===== config.mk =====
export PLATFORM = sky130hd
export DESIGN_NAME = divider_iterative
export DESIGN_NICKNAME = d
export VERILOG_FILES = /design/src/rtl/alu_div_pkg.sv /design/src/rtl/div_restoring_step.sv /design/src/rtl/divider_iterative.sv
export SDC_FILE = /design/constraint.sdc
export NUM_CORES = 1
export LEC_CHECK = 0
export CAP_MARGIN = 20
export CORE_MARGIN = 2
export CORE_UTILIZATION = 55
export DETAILED_ROUTE_END_ITERATION = 6
export PLACE_DENSITY = 0.79
export REMOVE_ABC_BUFFERS = 1
export SYNTH_ARGS = -nofsm -noshare
export SYNTH_HDL_FRONTEND = slang
export SYNTH_SLANG_ARGS = --single-unit

===== constraint.sdc =====
create_clock -name clk -period 4.4 [get_ports clk]
set_input_delay 0.88 -clock clk [delete_from_list [all_inputs] [get_ports clk]]
set_output_delay 0.88 -clock clk [all_outputs]
set_load 0.05 [all_outputs]

===== src/rtl/alu_div_pkg.sv =====
// Shared types and constants for the iterative M-extension divider.
package alu_div_pkg;

  typedef enum logic [1:0] {
    IDLE = 2'd0,
    CALC = 2'd1,
    FIX  = 2'd2
  } div_state_e;

  localparam int DIV_WIDTH   = 32;
  localparam int DIV_LATENCY = DIV_WIDTH + 2;

  localparam logic [DIV_WIDTH-1:0] DIV_ALL_ONES = {DIV_WIDTH{1'b1}};
  localparam logic [DIV_WIDTH-1:0] DIV_INT_MIN  = {1'b1, {(DIV_WIDTH-1){1'b0}}};

endpackage


===== src/rtl/div_restoring_step.sv =====
// One radix-2 restoring division step: shift in the next dividend bit, trial-subtract, keep or restore.
module div_restoring_step
  import alu_div_pkg::*;
#(
  parameter int WIDTH = DIV_WIDTH
) (
  input  logic [WIDTH-1:0] rem,
  input  logic [WIDTH-1:0] q,
  input  logic [WIDTH-1:0] divisor_mag,
  output logic [WIDTH-1:0] next_rem,
  output logic [WIDTH-1:0] next_q
);

  logic [WIDTH:0] shifted;
  logic [WIDTH:0] trial;

  // The remainder stays below the divisor, so the WIDTH+1 bit trial never wraps into its sign bit.
  always_comb begin
    shifted = {rem, q[WIDTH-1]};
    trial   = shifted - {1'b0, divisor_mag};
    if (!trial[WIDTH]) begin
      next_rem = trial[WIDTH-1:0];
      next_q   = {q[WIDTH-2:0], 1'b1};
    end else begin
      next_rem = shifted[WIDTH-1:0];
      next_q   = {q[WIDTH-2:0], 1'b0};
    end
  end

endmodule


===== src/rtl/divider_iterative.sv =====
// Sequential restoring divider for DIV/DIVU/REM/REMU with start/busy/valid handshake, WIDTH+2 cycle latency.
module divider_iterative
  import alu_div_pkg::*;
#(
  parameter int WIDTH = DIV_WIDTH
) (
  input  logic             clk,
  input  logic             rst,
  input  logic             start,
  input  logic [WIDTH-1:0] dividend,
  input  logic [WIDTH-1:0] divisor,
  input  logic             is_signed,
  output logic [WIDTH-1:0] quotient,
  output logic [WIDTH-1:0] remainder,
  output logic             div_by_zero,
  output logic             valid,
  output logic             busy
);

  localparam int               CNT_W    = $clog2(WIDTH);
  localparam logic [CNT_W-1:0] LAST_CNT = CNT_W'(WIDTH - 1);
  localparam logic [WIDTH-1:0] ALL_ONES = {WIDTH{1'b1}};
  localparam logic [WIDTH-1:0] INT_MIN  = {1'b1, {(WIDTH-1){1'b0}}};

  function automatic logic [WIDTH-1:0] neg_mod(input logic [WIDTH-1:0] x);
    return ~x + 1'b1;
  endfunction

  function automatic logic [WIDTH-1:0] magnitude(input logic signed [WIDTH-1:0] x,
                                                 input logic                    sgn);
    return (sgn && (x < 0)) ? neg_mod(x) : x;
  endfunction

  div_state_e       state_q, state_d;
  logic [CNT_W-1:0] cnt;
  logic             load_op, step_en, fix_en;

  logic signed [WIDTH-1:0] dividend_s, divisor_s;
  logic [WIDTH-1:0]        dividend_q, divisor_mag, q_q, rem_q;
  logic [WIDTH-1:0]        next_q, next_rem;
  logic                    neg_q, neg_r, dz, ovf;

  assign dividend_s = dividend;
  assign divisor_s  = divisor;

  always_ff @(posedge clk) begin
    if (rst) state_q <= IDLE;
    else     state_q <= state_d;
  end

  always_comb begin
    state_d = state_q;
    case (state_q)
      IDLE:    if (start) state_d = CALC;
      CALC:    if (cnt == LAST_CNT) state_d = FIX;
      FIX:     state_d = IDLE;
      default: state_d = IDLE;
    endcase
  end

  always_comb begin
    load_op = (state_q == IDLE) && start;
    step_en = (state_q == CALC);
    fix_en  = (state_q == FIX);
  end

  always_ff @(posedge clk) begin
    if (rst)          cnt <= '0;
    else if (load_op) cnt <= '0;
    else if (step_en) cnt <= cnt + 1'b1;
  end

  // Operand capture and iteration state; control above guards their use, so no reset here.
  always_ff @(posedge clk) begin
    if (load_op) begin
      dividend_q  <= dividend;
      divisor_mag <= magnitude(divisor_s, is_signed);
      q_q         <= magnitude(dividend_s, is_signed);
      rem_q       <= '0;
      neg_q       <= is_signed & (dividend[WIDTH-1] ^ divisor[WIDTH-1]);
      neg_r       <= is_signed & dividend[WIDTH-1];
      dz          <= (divisor == '0);
      ovf         <= is_signed && (dividend == INT_MIN) && (divisor == ALL_ONES);
    end else if (step_en) begin
      rem_q <= next_rem;
      q_q   <= next_q;
    end
  end

  div_restoring_step #(.WIDTH(WIDTH)) u_step (
    .rem        (rem_q),
    .q          (q_q),
    .divisor_mag(divisor_mag),
    .next_rem   (next_rem),
    .next_q     (next_q)
  );

  // Sign fix-up and RISC-V special-case overrides land together on the FIX edge.
  always_ff @(posedge clk) begin
    if (rst) begin
      quotient    <= '0;
      remainder   <= '0;
      div_by_zero <= 1'b0;
      valid       <= 1'b0;
      busy        <= 1'b0;
    end else begin
      valid <= fix_en;
      if (load_op) busy <= 1'b1;
      if (fix_en) begin
        busy        <= 1'b0;
        div_by_zero <= dz;
        if (dz) begin
          quotient  <= ALL_ONES;
          remainder <= dividend_q;
        end else if (ovf) begin
          quotient  <= INT_MIN;
          remainder <= '0;
        end else begin
          quotient  <= neg_q ? neg_mod(q_q) : q_q;
          remainder <= neg_r ? neg_mod(rem_q) : rem_q;
        end
      end
    end
  end

endmodule


Word-level counts from Yosys, hierarchy flattened --
Cells that the tools add are included.
Storage, ports and cells: input bits 68, register bits after elaboration 206, output and inout bits 67
Cells by class: bitwise logic cells 7, muxes and demuxes 15, eq/ne operators 7, magnitude comparators 2, $add $sub $neg 6, reduce and logical (&&, ||, !) cells 11
Operators with widths (count):
- 32-bit 2-to-1 mux | 11
- 32-bit by 1-bit adder with 32-bit output (second input constant) | 4
- 32-bit NOT | 4
- 32-bit == test (second input constant) | 2
- 32-bit by 1-bit < comparator with 1-bit output (second input constant) | 2
- 33-bit by 32-bit subtractor with 33-bit output | 1
- 32-bit zero test | 1
- 5-bit by 1-bit adder with 5-bit output (second input constant) | 1
- 5-bit == test (second input constant) | 1
- 1-bit logical AND | 5
- 2-bit 2-to-1 mux | 2
- 2-bit case mux with 2 select lines | 1
- 2-bit OR reduction | 2
- 1-bit AND | 2
- 2-bit by 1-bit == test with 1-bit output (second input constant) | 1
- 2-bit == test (second input constant) | 1
- 2-bit zero test | 1
- 2-bit by 1-bit != test with 1-bit output (second input constant) | 1
- 2-bit != test (second input constant) | 1
- 2-bit AND reduction | 1
- 2-bit nonzero test | 1
- 1-bit 2-to-1 mux | 1
- 1-bit XOR | 1

Logic depth before layout (Yosys ltp) --
depth after elaboration 5, gate-level depth with buffers 15, gate-level depth less buffers 12

By module --
Synthesis repeated with hierarchy kept, for this count alone.
Unflattened totals: cells, all modules 1355, area total of the unflattened synthesis 12612.1 um2
By module, submodules not included:
- divider_iterative | area an instance 10013.4 um2, sequential area each 5124.9 um2, cells each 1018, times used 1
- div_restoring_step | area an instance 2598.7 um2, sequential area each 0.0 um2, cells each 337, times used 1

Worst setup path after synthesis --
OpenSTA, ideal clock, no wires.
path kind input to register, from in start, to reg q_q[1], data pin, required time 4.022 ns, data arrival time 3.491 ns, path slack 0.531 ns, stages 5, cell sequence nand2_1 clkbuf_1 inv_1 clkbuf_1 a31oi_1
On the way: word-level cells in the longest chain between the ends 2
RTL lines:
- start, declared | RTL line divider_iterative.sv:9 | input logic start,
- 1-bit logical AND | RTL line divider_iterative.sv:62 | load_op = (state_q == IDLE) && start;
- via load_op | RTL line divider_iterative.sv:36 | logic load_op, step_en, fix_en;
- 32-bit 2-to-1 mux | RTL line divider_iterative.sv:75 | if (load_op) begin
- end signal, assigned | RTL line divider_iterative.sv:78 | q_q <= magnitude(dividend_s, is_signed);
- end signal, assigned | RTL line divider_iterative.sv:86 | q_q <= next_q;
- end, declared | RTL line divider_iterative.sv:39 | logic [WIDTH-1:0] dividend_q, divisor_mag, q_q, rem_q;
The timed path passes the listed nets, and every way through them passes these cells. A chain may end at the register's enable or synchronous reset.

Final worst setup path --
from reg q_q[31], to reg rem_q[5]
On the way: word-level cells in the longest chain between the ends 2
RTL lines:
- 33-bit by 32-bit subtractor with 33-bit output | RTL line div_restoring_step.sv:20 | trial = shifted - {1'b0, divisor_mag};
- 32-bit 2-to-1 mux | RTL line div_restoring_step.sv:21 | if (!trial[WIDTH]) begin
- end signal, assigned | RTL line divider_iterative.sv:85 | rem_q <= next_rem;
- end, declared | RTL line divider_iterative.sv:39
No other way between the ends.

==> impl_summary.md <==
Outcome
The run finished with clean final reports.

Clock network
CTS built an H-tree with a depth of 1. The post-CTS setup buffer count is 0. The number of clock sinks is 206. Hold repair after CTS inserted 0 buffers. TritonCTS built the clock tree. After clock tree synthesis, the clock-pin slew on the worst setup and hold paths is approximately 0.060 ns. Once the clock tree was built, the resizer swapped 0 gates to a different size. The worst-skew pair later-pin latency is 0.53 ns. In this run, CTS created clock tree buffers numbering 23.

The clock passes through at most 3 buffers. The buffer cell driving the clock tree root is sky130_fd_sc_hd__clkbuf_16.

Worst setup path
Among all stages on the critical path, the largest delay is contributed by sky130_fd_sc_hd__nor2_2. The critical path class is reg2reg. The signal on the critical path passes through inv_1, ha_1, fa_1, nand2b_1, a21oi_1, o2111ai_1, o211ai_1, a2111oi_2, o21ba_2, nor2_2, buf_4, mux2i_1, o21ai_0. In this run the critical register-to-register path is launched from q_q[31]. The sum of buffers and inverters on the critical path is 2. At the worst endpoint, the required time is 4.79 ns. The number of cells on the critical path is 13. The largest stage delay on the critical path is 0.50 ns. The largest delay contributor family on the critical path is compound AO/OA/AOI/OAI gates. Data arrives at the worst endpoint at between 4 and 5 ns. The capturing element type of the critical path is a flop.

The maximum fanout encountered on the critical timing path is 13. The critical path startpoint category is a flop. The cell count of the worst reg-to-reg path is 13.

The most critical setup path has its startpoint at q_q[31].

Power and ir drop
The worst supply voltage drop on vdd is 329.0 uV. Summed over all cells, the static leakage comes to ~0.0053 uW. The power density normalized to cell area is between 500 and 600 mW/mm^2. The total chip power is 7403 uW.

Timing
The maximum clock rate is 264.0 MHz. The final-report max-slew violation count was 0. The hold violation total from the final report is 0. Subtracting the final worst setup slack from the clock period gives 3.788 ns. In the finished design, the share of the clock period the worst path needs comes to 0.8610. The final-layout worst hold slack is 0.4380 ns. The setup violation total in the final timing report is 0. The remaining max-slew budget at the tightest pin is 0.3201. The clock skew after layout is roughly 0.012 ns.

For the pin with the worst max-slew slack, the measured transition is 1.020 ns. Setup repair after global routing left no endpoint under its margin.

Detailed routing
The final wirelength is 27720 um. The overall via count from detail_route is 9632. After detailed routing, the number of remaining DRC violations is 0.

Dividing the detail-routed via count by the number of cells gives 5.795. The number of routed nets with antenna violations is 0. The first TritonRoute pass finished after 5 iterations. The average wire per cell in the routed design is 16.68 um.

The first routing iteration left 563 violations.

Run
The number of maximum-capacitance violations is 0.

Placement
The quantity of I/O buffers inserted on ports is 134. The HPWL after detailed placement is 20570 um. The congestion estimate from routability-driven global placement came to 0.9515.

Global routing
The wire length of the first global-routing pass is 45020 um. Across every metal layer, demand over resource in global routing totals 0.2494. The overflow left after global routing is 0.

The met1 layer usage reported by global route is 0.3291. In the global route stage, met3 resource usage came out at 0.02966. The number of global-route vias before repair is 8982.

The met2 usage in global routing is 0.4343. The number of antenna violations at the first check in global routing came to 0. The busiest layer in global routing is met2. The pin count of the biggest net entering global routing is 67.

Worst hold path
The worst hold path class is reg2reg. The worst hold path stage count is 2. The worst hold path begins at quotient[31].

Layout
The layout has ~1800 filler cells. In the final layout, the share of cells above drive strength 1 is 0.05335. The synthesis-to-finish area growth is 19.87%. The number of diodes is 0. The layout net count is 1478.

Synthesis
The number of enable flip-flop cells after synthesis is 100. The number of synthesis warnings is 0. The synthesized flop and latch total is 206. The count of different cell masters after synthesis is 61. After synthesis the cells add up to 0.01160 sq mm. The most used flip-flop cell after synthesis is sky130_fd_sc_hd__dfxtp_1. Counting flops with an async set or reset pin after synthesis yields a share of 0. The proportion of synthesized chip area in sequential cells is 0.4418. The cell count after synthesis came out at between 1000 and 1500. In this run the mean area of a mapped cell was 9.251 sq um.

Floorplan
In this run the count of I/O pins placed on the die edge is 135. The x dimension of the die is 149.2 um. The number of standard-cell rows in the floorplan is 53. The starting utilization of the core area is 0.5554.

The core region is 0.02089 sq mm. The die area is 0.02227 sq mm. The die span in y is roughly 150 um.
registers in the layout, indices dropped and copies added (netlist names), 2 cells and up:
register,flops
dividend_q,32
divisor_mag,32
q_q,32
quotient,32
rem_q,32
remainder,32
cnt,5
state_q,2
cell usage in the layout (no fill, tap or decap), types with 19 or more instances in the layout:
cell type / netlist / routed
sky130_fd_sc_hd__ha_1: 39 / 39
sky130_fd_sc_hd__nand2_1: 123 / 122
sky130_fd_sc_hd__nor2_1: 46 / 46
sky130_fd_sc_hd__clkdlybuf4s50_1: 0 / 134
sky130_fd_sc_hd__xnor2_1: 55 / 55
sky130_fd_sc_hd__o31ai_1: 22 / 22
sky130_fd_sc_hd__a21oi_1: 101 / 100
sky130_fd_sc_hd__nand3_1: 22 / 22
sky130_fd_sc_hd__edfxtp_1: 100 / 100
sky130_fd_sc_hd__dfxtp_1: 106 / 106
sky130_fd_sc_hd__inv_1: 54 / 53
sky130_fd_sc_hd__xor2_1: 94 / 94
sky130_fd_sc_hd__mux2i_1: 24 / 24
sky130_fd_sc_hd__a22oi_1: 32 / 32
sky130_fd_sc_hd__nor3_1: 31 / 31
sky130_fd_sc_hd__clkbuf_16: 0 / 24
sky130_fd_sc_hd__buf_4: 2 / 19
sky130_fd_sc_hd__o21ai_0: 162 / 162
worst min-delay path: cells and delay by family, from the launching register on:
| kind | cells | cell delay, ns |
|---|---|---|
| simple gates | 2 | 0.09 |
| flops | 1 | 0.31 |
final timing paths:
check | to | slack, ns
setup reg to reg | rem_q[5] | 0.61
setup / recovery | rem_q[5] | 0.61
hold / removal | quotient[31] | 0.44
hold reg to reg | quotient[31] | 0.44
cells in the mapped netlist, types with 18 or more instances:
cell | instances | area, sq um
sky130_fd_sc_hd__mux2i_1 | 24 | 240.2
sky130_fd_sc_hd__nor3_1 | 31 | 155.2
sky130_fd_sc_hd__a22oi_1 | 32 | 240.2
sky130_fd_sc_hd__xor2_1 | 94 | 823.3
sky130_fd_sc_hd__edfxtp_1 | 100 | 3003
sky130_fd_sc_hd__nand4_1 | 18 | 112.6
sky130_fd_sc_hd__o21ai_0 | 162 | 810.8
sky130_fd_sc_hd__nand2_1 | 123 | 461.7
sky130_fd_sc_hd__inv_1 | 54 | 202.7
sky130_fd_sc_hd__o31ai_1 | 22 | 165.2
sky130_fd_sc_hd__dfxtp_1 | 106 | 2122
sky130_fd_sc_hd__clkbuf_1 | 49 | 183.9
sky130_fd_sc_hd__xnor2_1 | 55 | 481.7
sky130_fd_sc_hd__a21oi_1 | 101 | 505.5
sky130_fd_sc_hd__ha_1 | 39 | 488.0
sky130_fd_sc_hd__nand3_1 | 22 | 110.1
sky130_fd_sc_hd__nor2_1 | 46 | 172.7
metal layers:
layer | vias up | share of wire
li1 | 4792 | -
met1 | 4512 | 0.43
met2 | 283 | 0.48
met3 | 45 | 0.057
met4 | 0 | 0.024
met5 | - | 0
report_power, final:
| group | leakage, uW | switching, uW | internal [uW] |
|---|---|---|---|
| sequential | 0.00183 | 364 | 2270 |
| clock | 0.000362 | 773 | 1050 |
| combinational | 0.00312 | 1670 | 1270 |
| total | 0.00532 | 2810 | 4600 |
cells by family after synthesis:
kind of cell,after synthesis,synth area share
AO/OA/AOI/OAI,396,0.2041
XOR/XNOR,149,0.1125
adder cells (fa/ha/maj),40,0.04379
buffers and inverters,116,0.04034
flip-flops,206,0.4418
multiplexers,24,0.02071
AND/OR/NAND/NOR,323,0.1369
layout make-up:
type	instances	area [sq um]	share of cell area
clock buffers	31	656.9	0.04724
flip-flops and latches	206	5125	0.3685
repair buffers	153	1484	0.1067
multi-input cells	932	6023	0.4331
clock inverters	11	68.82	0.004949
well taps	275	344.1	0.02474
inverters	54	203.9	0.01467
per-stage QoR:
| stage | std cells | util | setup TNS (ns) | worst slack (ns) | area, sq um |
|---|---|---|---|---|---|
| finish | 1662 | 0.6657 | 0 | 0.6117 | 13910 |
| global route | 1662 | 0.6657 | 0 | 0.2835 | 13910 |
| CTS | 1662 | 0.6657 | 0 | 0.5887 | 13910 |
| detailed placement | 1620 | 0.6310 | 0 | 0.3542 | 13180 |
| global placement | 1620 | 0.6310 | 0 | 0.4521 | 13180 |
| floorplan | 1192 | - | -43.45 | -1.133 | 11340 |
(Power assumes the default switching activity.)
